==> config.mk <==
export PLATFORM = sky130hd
export DESIGN_NAME = hex_word_display
export DESIGN_NICKNAME = d
export VERILOG_FILES = /design/src/rtl/display_pkg.sv /design/src/rtl/hex_to_seg.sv /design/src/rtl/hex_word_display.sv
export SDC_FILE = /design/constraint.sdc
export NUM_CORES = 1
export LEC_CHECK = 0
export ABC_CLOCK_PERIOD_IN_PS = 2029
export BUFFER_PORTS_ARGS = -buffer_cell sky130_fd_sc_hd__buf_4
export CORE_MARGIN = 3
export CORE_UTILIZATION = 55
export CTS_CLUSTER_DIAMETER = 150
export DETAILED_ROUTE_END_ITERATION = 6
export GPL_ROUTABILITY_DRIVEN = 0
export GPL_TIMING_DRIVEN = 0
export PLACE_DENSITY = 0.8
export REMOVE_ABC_BUFFERS = 1
export SLEW_MARGIN = 5
export SYNTH_ARGS = -nofsm -noshare
export SYNTH_HDL_FRONTEND = slang
export SYNTH_SLANG_ARGS = --single-unit
==> constraint.sdc <==
create_clock -name i_clk -period 2.03 [get_ports i_clk]
set_input_delay 0.1015 -clock i_clk [delete_from_list [all_inputs] [get_ports i_clk]]
set_output_delay 0.1015 -clock i_clk [all_outputs]
set_load 0.1 [all_outputs]
==> src/rtl/display_pkg.sv <==
// Shared constants for the multiplexed 7-segment display path.
// Segment patterns are active-low, ordered {g,f,e,d,c,b,a}.
package display_pkg;
  localparam int         NUM_DIGITS = 8;
  localparam logic [7:0] AN_OFF     = 8'hFF;
  localparam logic [6:0] SEG_BLANK  = 7'h7F;

  localparam logic [6:0] SEG_0 = 7'h40;
  localparam logic [6:0] SEG_1 = 7'h79;
  localparam logic [6:0] SEG_2 = 7'h24;
  localparam logic [6:0] SEG_3 = 7'h30;
  localparam logic [6:0] SEG_4 = 7'h19;
  localparam logic [6:0] SEG_5 = 7'h12;
  localparam logic [6:0] SEG_6 = 7'h02;
  localparam logic [6:0] SEG_7 = 7'h78;
  localparam logic [6:0] SEG_8 = 7'h00;
  localparam logic [6:0] SEG_9 = 7'h10;
  localparam logic [6:0] SEG_A = 7'h08;
  localparam logic [6:0] SEG_B = 7'h03;
  localparam logic [6:0] SEG_C = 7'h46;
  localparam logic [6:0] SEG_D = 7'h21;
  localparam logic [6:0] SEG_E = 7'h06;
  localparam logic [6:0] SEG_F = 7'h0E;

  typedef logic [NUM_DIGITS-1:0][6:0] seg_vec_t;
endpackage

==> src/rtl/hex_to_seg.sv <==
// Nibble to active-low 7-segment pattern; blank forces all segments off.
module hex_to_seg
  import display_pkg::*;
(
  input  logic [3:0] nibble,
  input  logic       blank,
  output logic [6:0] seg
);
  always_comb begin
    seg = SEG_BLANK;
    if (!blank) begin
      case (nibble)
        4'h0: seg = SEG_0;
        4'h1: seg = SEG_1;
        4'h2: seg = SEG_2;
        4'h3: seg = SEG_3;
        4'h4: seg = SEG_4;
        4'h5: seg = SEG_5;
        4'h6: seg = SEG_6;
        4'h7: seg = SEG_7;
        4'h8: seg = SEG_8;
        4'h9: seg = SEG_9;
        4'hA: seg = SEG_A;
        4'hB: seg = SEG_B;
        4'hC: seg = SEG_C;
        4'hD: seg = SEG_D;
        4'hE: seg = SEG_E;
        4'hF: seg = SEG_F;
        default: seg = SEG_BLANK;
      endcase
    end
  end
endmodule

==> src/rtl/hex_word_display.sv <==
// 8-digit scanning hex display of a 32-bit word, captured only at frame ends so
// the display never tears; dp on digit 0 flashes for a few frames after a change.
module hex_word_display
  import display_pkg::*;
#(
  parameter int P_SCAN_DIV     = 100000,
  parameter int P_FLASH_FRAMES = 16
) (
  input  logic        i_clk,
  input  logic        i_rst,
  input  logic [31:0] i_word,
  input  logic        i_freeze,
  input  logic        i_blank_lz,
  output logic [7:0]  o_an,
  output logic [6:0]  o_seg,
  output logic        o_dp,
  output logic        o_frame_done,
  output logic        o_update
);
  localparam int               DIV_W   = $clog2(P_SCAN_DIV);
  localparam int               FL_W    = $clog2(P_FLASH_FRAMES + 1);
  localparam logic [DIV_W-1:0] DIV_MAX = DIV_W'(P_SCAN_DIV - 1);
  localparam logic [FL_W-1:0]  FL_LOAD = FL_W'(P_FLASH_FRAMES);

  logic [DIV_W-1:0]      r_div;
  logic [2:0]            r_idx;
  logic [31:0]           r_shadow;
  logic [FL_W-1:0]       r_flash;
  logic                  tick, frame_end, capture, changed;
  logic [NUM_DIGITS-1:0] lz;
  seg_vec_t              dig_seg;

  assign tick      = (r_div == DIV_MAX);
  assign frame_end = tick && (r_idx == 3'd7);
  assign capture   = frame_end && !i_freeze;
  assign changed   = capture && (i_word != r_shadow);

  // Digit 0 is never blanked so a zero word still shows one "0".
  assign lz[0] = 1'b0;
  for (genvar k = 1; k < NUM_DIGITS; k++) begin : g_lz
    assign lz[k] = i_blank_lz && ((r_shadow >> (4 * k)) == 32'd0);
  end

  for (genvar k = 0; k < NUM_DIGITS; k++) begin : g_dig
    hex_to_seg u_seg (
      .nibble (r_shadow[4*k +: 4]),
      .blank  (lz[k]),
      .seg    (dig_seg[k])
    );
  end

  always_ff @(posedge i_clk or posedge i_rst) begin
    if (i_rst) begin
      r_div    <= '0;
      r_idx    <= '0;
      r_shadow <= '0;
      r_flash  <= '0;
    end else begin
      r_div <= tick ? '0 : r_div + 1'b1;
      if (tick)    r_idx    <= r_idx + 3'd1;
      if (capture) r_shadow <= i_word;
      if (changed)                              r_flash <= FL_LOAD;
      else if (frame_end && (r_flash != '0))    r_flash <= r_flash - 1'b1;
    end
  end

  // Anodes stay off for the first cycle of each slot to suppress ghosting.
  always_ff @(posedge i_clk or posedge i_rst) begin
    if (i_rst) begin
      o_an         <= AN_OFF;
      o_seg        <= SEG_BLANK;
      o_dp         <= 1'b1;
      o_frame_done <= 1'b0;
      o_update     <= 1'b0;
    end else begin
      o_an         <= (r_div == '0) ? AN_OFF : ~(8'h01 << r_idx);
      o_seg        <= dig_seg[r_idx];
      o_dp         <= !((r_idx == 3'd0) && (r_flash != '0));
      o_frame_done <= frame_end;
      o_update     <= changed;
    end
  end
endmodule

==> results of run 1 <==
## flip-flops by register name, summed over array words and instances, names as in the netlist
register	flops
o_an	8
o_dp	1
o_frame_done	1
o_seg	7
o_update	1
r_div	17
r_flash	5
r_idx	3
r_shadow	32
## final cells by class
class	instances	area (sq um)	share of cell area, %
timing repair buffer	123	1040	13.7
sequential	75	1940	25.5
clock inverter	7	81.3	1.07
clock buffer	9	124	1.63
tap	136	170	2.23
multi-input combinational	456	4100	53.8
inverter	41	164	2.15
## cells in the final DEF, fill, tap and decap left out, types with 11 or more instances in the layout
master and count:
dfrtp_1 29, nand3_1 14, inv_1 27, dfrtp_2 28
nor2_1 38, ha_1 43, a21oi_1 16, nand2_1 43
o21ai_0 20, a211oi_1 11, mux2_4 30, nand4_1 13
buf_4 87, mux2i_1 20, xnor2_1 40, dfstp_2 16
dlygate4sd3_1 33
## report_power, final
part | internal [mW] | leakage [nW] | switching, mW
Combinational | 0.132 | 2.28 | 0.110
Clock | 0.586 | 0.101 | 0.630
Sequential | 1.49 | 0.910 | 0
## through the flow
step	cell area, sq um	setup TNS, ns	cells	util, %
2_1_floorplan	5820	-17.52	571	-
3_3_place_gp	6390	-93.83	760	61.1
3_5_place_dp	6430	-43.44	761	61.4
4_1_cts	7460	0	842	71.3
5_1_grt	7610	-0.833	847	72.8
6_report	7610	-0.0589	847	72.8
## timing repair
action | 4_1_cts | 5_1_grt
pin swaps | 13 | 7
hold buffers | 33 | 0
resized for setup | 76 | 24
endpoints found under the setup margin | 52 | 28
buffers inserted | 31 | 5
cloned | 1 | 0
endpoints found under the hold margin | 55 | 0
## routing by layer
| metal | part of all wire [%] | up-vias | track usage [%] |
|---|---|---|---|
| met5 | 0 | - | 0 |
| met4 | 4.2 | 0 | 12.3 |
| met3 | 7.9 | 60 | 6.08 |
| met2 | 48 | 277 | 43.2 |
| met1 | 40 | 2522 | 33.6 |
| li1 | - | 2409 | - |
## worst min-delay path: stages
cell	delay (ns)
buf_4	0.10
nand4b_4	0.19
a21oi_4	0.07
## final timing paths
check | end | from | slack [ns] | cells after the start
max | o_seg[2]$_DFF_PP1_ | r_shadow[24]$_DFFE_PP0P_ | -0.03 | 8
min | o_update$_DFF_PP0_ | i_freeze | 0.14 | 3
max reg2reg | o_seg[2]$_DFF_PP1_ | r_shadow[24]$_DFFE_PP0P_ | -0.03 | 8
min reg2reg | r_div[8]$_DFF_PP0_ | r_div[8]$_DFF_PP0_ | 0.52 | 1
max in group asynchronous | o_an[3]$_DFF_PP1_ | i_rst | 1.18 | 4
min in group asynchronous | r_shadow[0]$_DFFE_PP0P_ | i_rst | 0.26 | 3
## kinds of logic after synthesis
family	after synthesis
simple gates	172
compound gates	122
xor+xnor	47
flops	75
fa+ha+maj	51
buf+inv	77
mux	63
==> run summary, run 1 <==
initial drt markers -> 573
sequential-to-total area share from yosys stat -> 31.5%
first-pass GRT wire length -> 26400 um
Post-synth ARST share -> 100%
Avg Cell Area, Syn -> 9.91 sq um
CTS buffer count -> 9
Initial Util -> 57.5%
post-synth top area share -> 24.5%
CTS H-tree lvls -> 3
number of synthesized flops with an enable pin -> 0
Compound-Gate Fraction of Synth Area -> 15.1%
setup slack at placement -> -1.33 ns
Area Growth Syn to Fin -> 26.6%
Fillers -> 718
Final Slew Violations -> 0
type of the tightest min-delay check -> input pin to flip-flop
FMAX -> 487 MHz
clk slew on worst S/H paths -> 0.08 ns
Pwr Total -> 2.95 mW
Netlist Area Pre-Place -> 6010 sq um
critical path's largest stage delay -> 0.44 ns
maximum vdd drop -> 0.000461 V
XOR/XNOR Fraction of Synth Area -> 6.84%
port bufs -> 53
critical path class -> flip-flop to flip-flop
Hold Vio Cnt, Final -> 0
Synth Flop Type -> dfrtp_1
Buf/Inv on CP -> 2
final count of negative-setup-slack endpoints -> 4
Leak Pwr -> 3.29 nW
PwrDens -> 388 nW/um^2
worst setup margin -> -0.0255 ns
largest family of logic cells by synthesized area -> simple AND/OR/NAND/NOR gates
clk buf depth -> 2
Post-Synthesis Cells -> 607
minimum clock period -> 2.06 ns
Critical Path, Cell by Cell -> inv_4, ha_4, nor3b_4, buf_4, a41o_4, a221oi_2, or3_1, a32oi_2
initial antenna violation count -> 0
Final #Nets -> 793
CTS tree -> built
total grt overflow -> 0
leading area contributor after synthesis -> dfrtp_1
Setup crit end kind -> flip-flop
Synth Area in Adders -> 10.6%
failing checks -> negative setup slack
Max-Cap Viols -> 0
vias -> 5268
distinct cell type count after synthesis -> 76
diode count -> 0
First-pass DRT Iterations -> 7
clk sink count -> 75
WP data required -> 2.33 ns
RSZ-0062 raised after global routing -> yes
Synth Area in Simple Gates -> 15.6%
core footprint -> 10500 sq um
dpl hpwl -> 10200 um
Ys Warns -> 0
Post-route DRC -> 0
top-count cell post-synth -> dfrtp_1
Synth area leaders -> dfrtp_1, ha_1, mux2_4
total wire length -> 16200 um
Wirelength per Cell -> 19.1 um
Worst Tran Pin Value -> 0.571 ns
critical path fanouts, max -> 7
slowest stage cell, crit path -> dfrtp_2
Min Hold Slack -> 0.140 ns
Worst setup SP type -> flip-flop
outcome -> finished with violations
layout cells sized above 1 -> 35.4%
vias in the first global route -> 5364
max_slew headroom -> 62.0%
Root Buffer -> clkbuf_8
Die W -> 111 um
Die Span Y -> 111 um
Commonest cells post-synth -> dfrtp_1, ha_1, nand2_1
post-synthesis mux area share -> 14.6%
largest net degree at the start of global routing -> 49
Clock Latency Late Sink -> 0.39 ns
CP delay by family, top -> simple AND/OR/NAND/NOR gates
final period utilization -> 101%
crit path DAT -> 2.35 ns
row cnt -> 37
ANT nets after route -> 0
Via density -> 6.22
die area -> 12200 sq um
#FFs+latches synth -> 75
Setup Skew -> 0.0166 ns
Global Route Usage Sum -> 26.6%
IO Pins -> 54
Power figures use the tool's default switching activity.
==> run 2: changes to the inputs <==
--- a/config.mk
+++ b/config.mk
@@ -9,4 +9,6 @@
 export BUFFER_PORTS_ARGS = -buffer_cell sky130_fd_sc_hd__buf_4
+export CELL_PAD_IN_SITES_DETAIL_PLACEMENT = 1
+export CELL_PAD_IN_SITES_GLOBAL_PLACEMENT = 1
 export CORE_MARGIN = 3
-export CORE_UTILIZATION = 55
+export CORE_UTILIZATION = 43
 export CTS_CLUSTER_DIAMETER = 150
@@ -15,3 +17,3 @@
 export GPL_TIMING_DRIVEN = 0
-export PLACE_DENSITY = 0.8
+export PLACE_DENSITY = 0.79
 export REMOVE_ABC_BUFFERS = 1
==> constraint.sdc (replaced) <==
create_clock -name i_clk -period 2.03 [get_ports i_clk]
set_input_delay 0.5075 -clock i_clk [delete_from_list [all_inputs] [get_ports i_clk]]
set_output_delay 0.5075 -clock i_clk [all_outputs]
set_load 0.1 [all_outputs]
==> run 2 against run 1 <==
Against the previous run:
- cell count grew 1.4%
- total power grew 14%
- wire length grew 11%
- register-to-register slack lost 0.03 ns
- the flow still finishes with violations (negative setup slack)
- non-clock buffer count shrank 28
- worst setup slack lost 0.033 ns
- worst hold slack lost 0.082 ns
- sequential cell count is the same
==> run summary, run 2 (same netlist as run 1, synthesis figures left out) <==
Hold Vio Cnt, Final -> 0 (unchanged)
final period utilization -> 103% (+1.6 points)
Non-Filler Instances -> 859 (+1.4%)
max reg flops -> 32 (unchanged)
Setup Skew -> 0.0156 ns (-0.000998 ns)
final count of negative-setup-slack endpoints -> 4 (unchanged)
initial drt markers -> 313 (-45%)
CP delay by family, top -> simple AND/OR/NAND/NOR gates
CTS Hold Buffers Added -> 0 (-100%)
CTS H-tree lvls -> 3 (unchanged)
type of the tightest min-delay check -> input pin to asynchronous set/reset pin
slowest stage cell, crit path -> dfrtp_2
CTS tree -> built
GR Util met3 -> 5.87% (-0.21 points)
Fillers -> 1492 (+110%)
fin util -> 55.7% (-17 points)
crit path DAT -> 2.37 ns (+0.02 ns)
Worst Tran Pin Value -> 0.621 ns (+0.0502 ns)
first-pass GRT wire length -> 28600 um (+8.2%)
Top reg by flops -> r_shadow
Largest regs -> r_shadow (32), r_div (17), o_an (8)
maximum vdd drop -> 0.000412 V (-11%)
Worst setup SP type -> flip-flop
Placed Cells -> 801 (+5.3%)
clk sink count -> 75 (unchanged)
vias -> 5074 (-3.7%)
max_slew headroom -> 58.6% (-3.4 points)
Leak Pwr -> 3.24 nW (-1.7%)
critical path fanouts, max -> 5 (-2)
critical path class -> flip-flop to flip-flop
critical path's largest stage delay -> 0.43 ns (about the same)
Area Growth Syn to Fin -> 24.7%
dpl hpwl -> 11800 um (+16%)
die area -> 15400 sq um (+26%)
Final #Nets -> 765 (-3.5%)
clk slew on worst S/H paths -> 0.06 ns (-0.02 ns)
largest net degree at the start of global routing -> 66 (+35%)
met1 Use GR -> 29.2% (-4.4 points)
RSZ-0062 raised after global routing -> yes
Final Slew Violations -> 0 (unchanged)
First-pass DRT Iterations -> 5 (-2)
clk buf depth -> 2 (unchanged)
Root Buffer -> clkbuf_16
port bufs -> 53 (unchanged)
outcome -> finished with violations
Most Crowded Layer GR -> met2
vias in the first global route -> 5290 (-1.4%)
WP data required -> 2.31 ns (-0.02 ns)
worst setup margin -> -0.0586 ns (-0.0332 ns)
IO Pins -> 54 (unchanged)
commonest non-fill, non-tap cell in the layout -> buf_4
Die Span Y -> 124 um (+12%)
Post-route DRC -> 0 (unchanged)
Global Route Usage Sum -> 23.0% (-3.6 points)
PwrDens -> 450 nW/um^2 (+16%)
total grt overflow -> 0 (unchanged)
minimum clock period -> 2.09 ns (+0.0332 ns)
FMAX -> 479 MHz (-1.6%)
Critical Path, Cell by Cell -> inv_4, ha_4, nor3b_4, nand4_1, buf_4, or2_4, a311oi_2, o32a_1
Buf/Inv on CP -> 2 (unchanged)
Max-Cap Viols -> 0 (unchanged)
Initial Util -> 44.7% (-13 points)
CTS buffer count -> 9 (unchanged)
total wire length -> 18000 um (+11%)
Setup crit end kind -> flip-flop
diode count -> 0 (unchanged)
layout cells sized above 1 -> 38.9% (+3.5 points)
initial antenna violation count -> 0 (unchanged)
Die W -> 124 um (+12%)
most frequent cells in the layout -> buf_4, nand2_1, ha_1
Wirelength per Cell -> 20.9 um (+9.4%)
Final TNS setup -> -0.180 ns (-0.121 ns)
met2 usage -> 38.5% (-4.7 points)
Clock Latency Late Sink -> 0.36 ns (-0.03 ns)
Via density -> 5.91 (-5.0%)
row cnt -> 42 (+14%)
ANT nets after route -> 0 (unchanged)
failing checks -> negative setup slack
core footprint -> 13500 sq um (+29%)
run 2: cell types whose count changed in the layout (fill, tap and decap cells not counted), sizes merged:
cell,previous run,this run
inv,43,41
clkinv,3,4
dlygate4sd3,33,0
buf,89,94
clkinvlp,1,2
run 2: path summary, 6_finish.rpt:
path                                          startpoint                        to  slack (ns)  depth (start not counted)
worst max-delay path            r_shadow[21]$_DFFE_PP0P_        o_seg[4]$_DFF_PP1_       -0.06                          8
worst min-delay path                               i_rst        r_div[0]$_DFF_PP0_        0.06                          2
worst max register to register  r_shadow[21]$_DFFE_PP0P_        o_seg[4]$_DFF_PP1_       -0.06                          8
worst min register to register        r_div[4]$_DFF_PP0_        r_div[4]$_DFF_PP0_        0.53                          1
max in group asynchronous                          i_rst         o_an[6]$_DFF_PP1_        1.37                          3
min in group i_clk                            i_word[11]  r_shadow[11]$_DFFE_PP0P_        0.39                          2
run 2: routing by layer:
layer  wire [um]  part of all wire [%]
met4         481                   2.7
met3         948                   5.3
met2        8860                    49
met1        7690                    43
met5           0                     0
run 2: final cells by class:
cell class / instances / area (sq um) / share of cell area [%]
flip-flops and latches: 75 / 1940 / 25.9
well taps: 176 / 220 / 2.94
clock buffers: 9 / 225 / 3.00
clock inverters: 7 / 75.1 / 1.00
repair buffers: 95 / 756 / 10.1
inverters: 41 / 169 / 2.25
multi-input cells: 456 / 4110 / 54.8
run 2: power by group:
part           internal [mW]  switching [mW]  leakage, nW
clock                  0.961           0.718        0.144
sequential              1.50               0        0.909
combinational         0.0934           0.104         2.19
run 2: repair_timing:
| item | in CTS | in global routing |
|---|---|---|
| gates resized for setup | 80 | 24 |
| setup endpoints to repair | 61 | 35 |
| gates cloned | 1 | 0 |
| pin swaps | 18 | 20 |
| setup buffers | 29 | 12 |
run 2: through the flow:
stage	hold WS [ns]	instance area, sq um	setup WS, ns	power (mW)
after detailed placement	0.433	6480	-1.38	1.71
after global placement	0.498	6440	-1.29	1.70
after global routing	0.0577	7500	-0.113	3.51
after CTS	0.0520	7310	-0.0334	3.40
after floorplan	0.474	5820	-0.571	1.60
final	0.0584	7500	-0.0586	3.37
==> run 3: changes to the inputs <==
Settings changed: ABC_CLOCK_PERIOD_IN_PS 2029 to 2550, CORE_UTILIZATION 43 to 53, PLACE_DENSITY 0.79 to 0.89, SYNTH_HIERARCHICAL from default to 1.
Clock period 2.03 ns to 2.55 ns, I/O delays scaled along.
==> run 3 against run 2 <==
Against the previous run:
- the flow now finishes without violations
- via count down 0.79%
- utilization up 7.6 points
- worst setup slack better by 0.12 ns
- combinational power up 35%
- sequential power down 20%
- critical endpoint unchanged
- largest power group unchanged
- highest routed layer unchanged
==> run summary, run 3 <==
NetSw -> 768 uW (-6.6%)
crit path DAT -> 2.80 ns (+0.43 ns)
total wire length -> 18400 um (+2.3%)
critical path class -> flip-flop to flip-flop
Setup crit end kind -> flip-flop
outcome -> completed
Compound-Gate Fraction of Synth Area -> 8.58% (-6.6 points)
worst setup margin -> 0.0620 ns (+0.121 ns)
Die Span Y -> 116 um (-6.9%)
Commonest cells post-synth -> ha_1, dfrtp_1, xnor2_1
Synth Flop Type -> dfrtp_1
Buf/Inv on CP -> 2 (unchanged)
XOR/XNOR Fraction of Synth Area -> 7.01% (+0.16 points)
CP delay by family, top -> simple AND/OR/NAND/NOR gates
sequential-to-total area share from yosys stat -> 29.8% (-1.8 points)
Hold Vio Cnt, Final -> 0 (unchanged)
final count of negative-setup-slack endpoints -> 0 (-4)
Synth Area in Simple Gates -> 17.1% (+1.5 points)
Area Growth Syn to Fin -> 14.9%
diode count -> 0 (unchanged)
Synth area leaders -> dfrtp_1, ha_1, mux2_4
Netlist Area Pre-Place -> 6370 sq um (+6.0%)
clk buf depth -> 2 (unchanged)
RSZ-0062 raised after global routing -> yes
WP data required -> 2.86 ns (+0.55 ns)
Ys Warns -> 6 (+6)
Fillers -> 1229 (-18%)
Root Buffer -> clkbuf_16
post-synthesis mux area share -> 19.1% (+4.6 points)
Post-Synthesis Cells -> 596 (-1.8%)
critical path's largest stage delay -> 0.50 ns (+0.07 ns)
vias -> 5034 (-0.79%)
Non-Filler Instances -> 809 (-5.8%)
initial antenna violation count -> 0 (unchanged)
Initial Util -> 55.1% (+10 points)
final period utilization -> 97.6% (-5.3 points)
CTS buffer count -> 9 (unchanged)
setup slack at placement -> -1.06 ns (+0.313 ns)
Synth Area in Adders -> 12.8% (+2.1 points)
maximum vdd drop -> 0.000358 V (-13%)
Clock Latency Late Sink -> 0.37 ns (about the same)
CTS H-tree lvls -> 3 (unchanged)
initial drt markers -> 477 (+52%)
CP most frequent cell -> nand2_1
core footprint -> 11600 sq um (-14%)
port bufs -> 53 (unchanged)
critical path fanouts, max -> 5 (unchanged)
clk slew on worst S/H paths -> 0.07 ns (about the same)
type of the tightest min-delay check -> input pin to asynchronous set/reset pin
Global Route Usage Sum -> 28.3% (+5.3 points)
Worst setup SP type -> flip-flop
#FFs+latches synth -> 75 (unchanged)
Power Internal -> 2.00 mW (-22%)
Comb power frac -> 9.6% (+3.8 points)
largest net degree at the start of global routing -> 51 (-23%)
Critical Path, Cell by Cell -> nor4_4, and4_4, and2_4, nand2_4, nor3_4, buf_4, inv_1, o221ai_1, mux4_2, nand2_1, nand2_1
top-count cell post-synth -> ha_1
Final Slew Violations -> 0 (unchanged)
Die W -> 116 um (-6.9%)
first-pass GRT wire length -> 28900 um (+0.94%)
PwrDens -> 377 nW/um^2 (-16%)
Via density -> 6.22 (+5.3%)
CTS tree -> built
commonest non-fill, non-tap cell in the layout -> buf_4
Top reg by flops -> r_shadow
layout cells sized above 1 -> 30.0% (-8.9 points)
Max-Cap Viols -> 0 (unchanged)
Clock power frac -> 47.0% (-2.8 points)
Post-route DRC -> 0 (unchanged)
Setup Skew -> 0.00794 ns (-0.00769 ns)
distinct cell type count after synthesis -> 47 (-38%)
largest family of logic cells by synthesized area -> multiplexers
max_slew headroom -> 44.8% (-14 points)
Wirelength per Cell -> 22.7 um (+8.7%)
FMAX -> 402 MHz (-16%)
slowest stage cell, crit path -> dfrtp_4
leading area contributor after synthesis -> dfrtp_1
clk sink count -> 75 (unchanged)
most frequent cells in the layout -> buf_4, ha_1, xnor2_1
max reg flops -> 32 (unchanged)
Post-synth ARST share -> 100% (unchanged)
IO Pins -> 54 (unchanged)
Leak Pwr -> 3.33 nW (+2.8%)
Largest regs -> r_shadow (32), r_div (17), o_an (8)
number of synthesized flops with an enable pin -> 0 (unchanged)
Switching Share -> 27.8% (+3.4 points)
die area -> 13400 sq um (-13%)
total grt overflow -> 0 (unchanged)
Final #Nets -> 762 (-0.39%)
Placed Cells -> 776 (-3.1%)
Avg Cell Area, Syn -> 10.7 sq um (+7.9%)
Worst Tran Pin Value -> 0.820 ns (+0.199 ns)
Reg power frac -> 43.4% (-1.0 points)
CTS Hold Buffers Added -> 0 (unchanged)
ANT nets after route -> 0 (unchanged)
row cnt -> 39 (-7.1%)
post-synth top area share -> 23.2% (-1.4 points)
First-pass DRT Iterations -> 6 (+1)
vias in the first global route -> 5341 (+0.96%)
dpl hpwl -> 12400 um (+5.1%)
minimum clock period -> 2.49 ns (+0.399 ns)
==> run 3: cell count changes in the layout (fill, tap and decap cells not counted), sizes merged, moves of 10 or more <==
cell and change:
a211oi -11, a21oi -15, a221o +16, a32oi +14
buf -24, ha +14, mux2 +13, nand2b +10
nor2b +11, o21ai -22
==> run 3: power by group through the flow <==
stage | Combinational, mW | Sequential (mW) | Clock [mW]
2_1_floorplan | 0.104 | 1.26 | 0
3_3_place_gp | 0.235 | 1.22 | 0
3_5_place_dp | 0.249 | 1.22 | 0
4_1_cts | 0.260 | 1.20 | 1.32
5_1_grt | 0.284 | 1.20 | 1.37
6_report | 0.265 | 1.20 | 1.30
==> run 3: final cells by class <==
class | instances | area, sq um | share of cell area, %
multi-input combinational | 470 | 4250 | 58.1
sequential | 75 | 1920 | 26.3
timing repair buffer | 70 | 546 | 7.45
clock buffer | 9 | 225 | 3.07
tap | 143 | 179 | 2.44
inverter | 35 | 134 | 1.83
clock inverter | 7 | 65.1 | 0.888
==> run 3: layer usage <==
| metal | global-route usage (%) | vias to the layer above | share of wire (%) |
|---|---|---|---|
| met2 | 48.2 | 155 | 51 |
| met1 | 34.2 | 2546 | 40 |
| met5 | 0 | - | 0 |
| li1 | - | 2278 | - |
| met4 | 11.6 | 0 | 3.6 |
| met3 | 7.21 | 55 | 5.2 |
==> run 3: worst paths after layout <==
check	from	end	slack (ns)	cells after the start
max	r_shadow[31]$_DFFE_PP0P_	o_seg[4]$_DFF_PP1_	0.06	11
min	i_rst	r_shadow[5]$_DFFE_PP0P_	0.26	2
max reg2reg	r_shadow[31]$_DFFE_PP0P_	o_seg[4]$_DFF_PP1_	0.06	11
min reg2reg	r_div[13]$_DFF_PP0_	r_div[13]$_DFF_PP0_	0.52	1
max in group asynchronous	i_rst	o_seg[1]$_DFF_PP1_	1.68	3
min in group i_clk	i_word[5]	r_shadow[5]$_DFFE_PP0P_	0.52	2
==> run 3: repair_timing <==
item                                    4_1_cts  5_1_grt
pin swaps                                     4        7
gates resized for setup                      26       14
setup buffers                                 7        9
cloned                                        1        0
endpoints found under the setup margin       45       24
==> run 3: cell families (layout without fill, tap and decap cells) <==
kind of cell / count (synthesis) / after routing
and+or+nand+nor: 199 / 200
muxes: 87 / 87
DFF: 75 / 75
adders and majority gates: 65 / 65
AOI/OAI and AO/OA: 60 / 60
buffers and inverters: 58 / 121
xor gates and xnor gates: 51 / 51
other: 1 / 7
==> run 3: stage by stage <==
| stage | hold WS, ns | total power, mW | utilization (%) | setup TNS [ns] | cell area (sq um) |
|---|---|---|---|---|---|
| floorplan | 0.441 | 1.36 | - | -0.337 | 6170 |
| global placement | 0.460 | 1.46 | 58.3 | -71.09 | 6750 |
| detailed placement | 0.470 | 1.47 | 58.6 | -22.64 | 6780 |
| CTS | 0.269 | 2.78 | 62.3 | -0.000791 | 7210 |
| global route | 0.282 | 2.85 | 63.4 | -0.176 | 7330 |
| finish | 0.264 | 2.77 | 63.4 | 0 | 7330 |
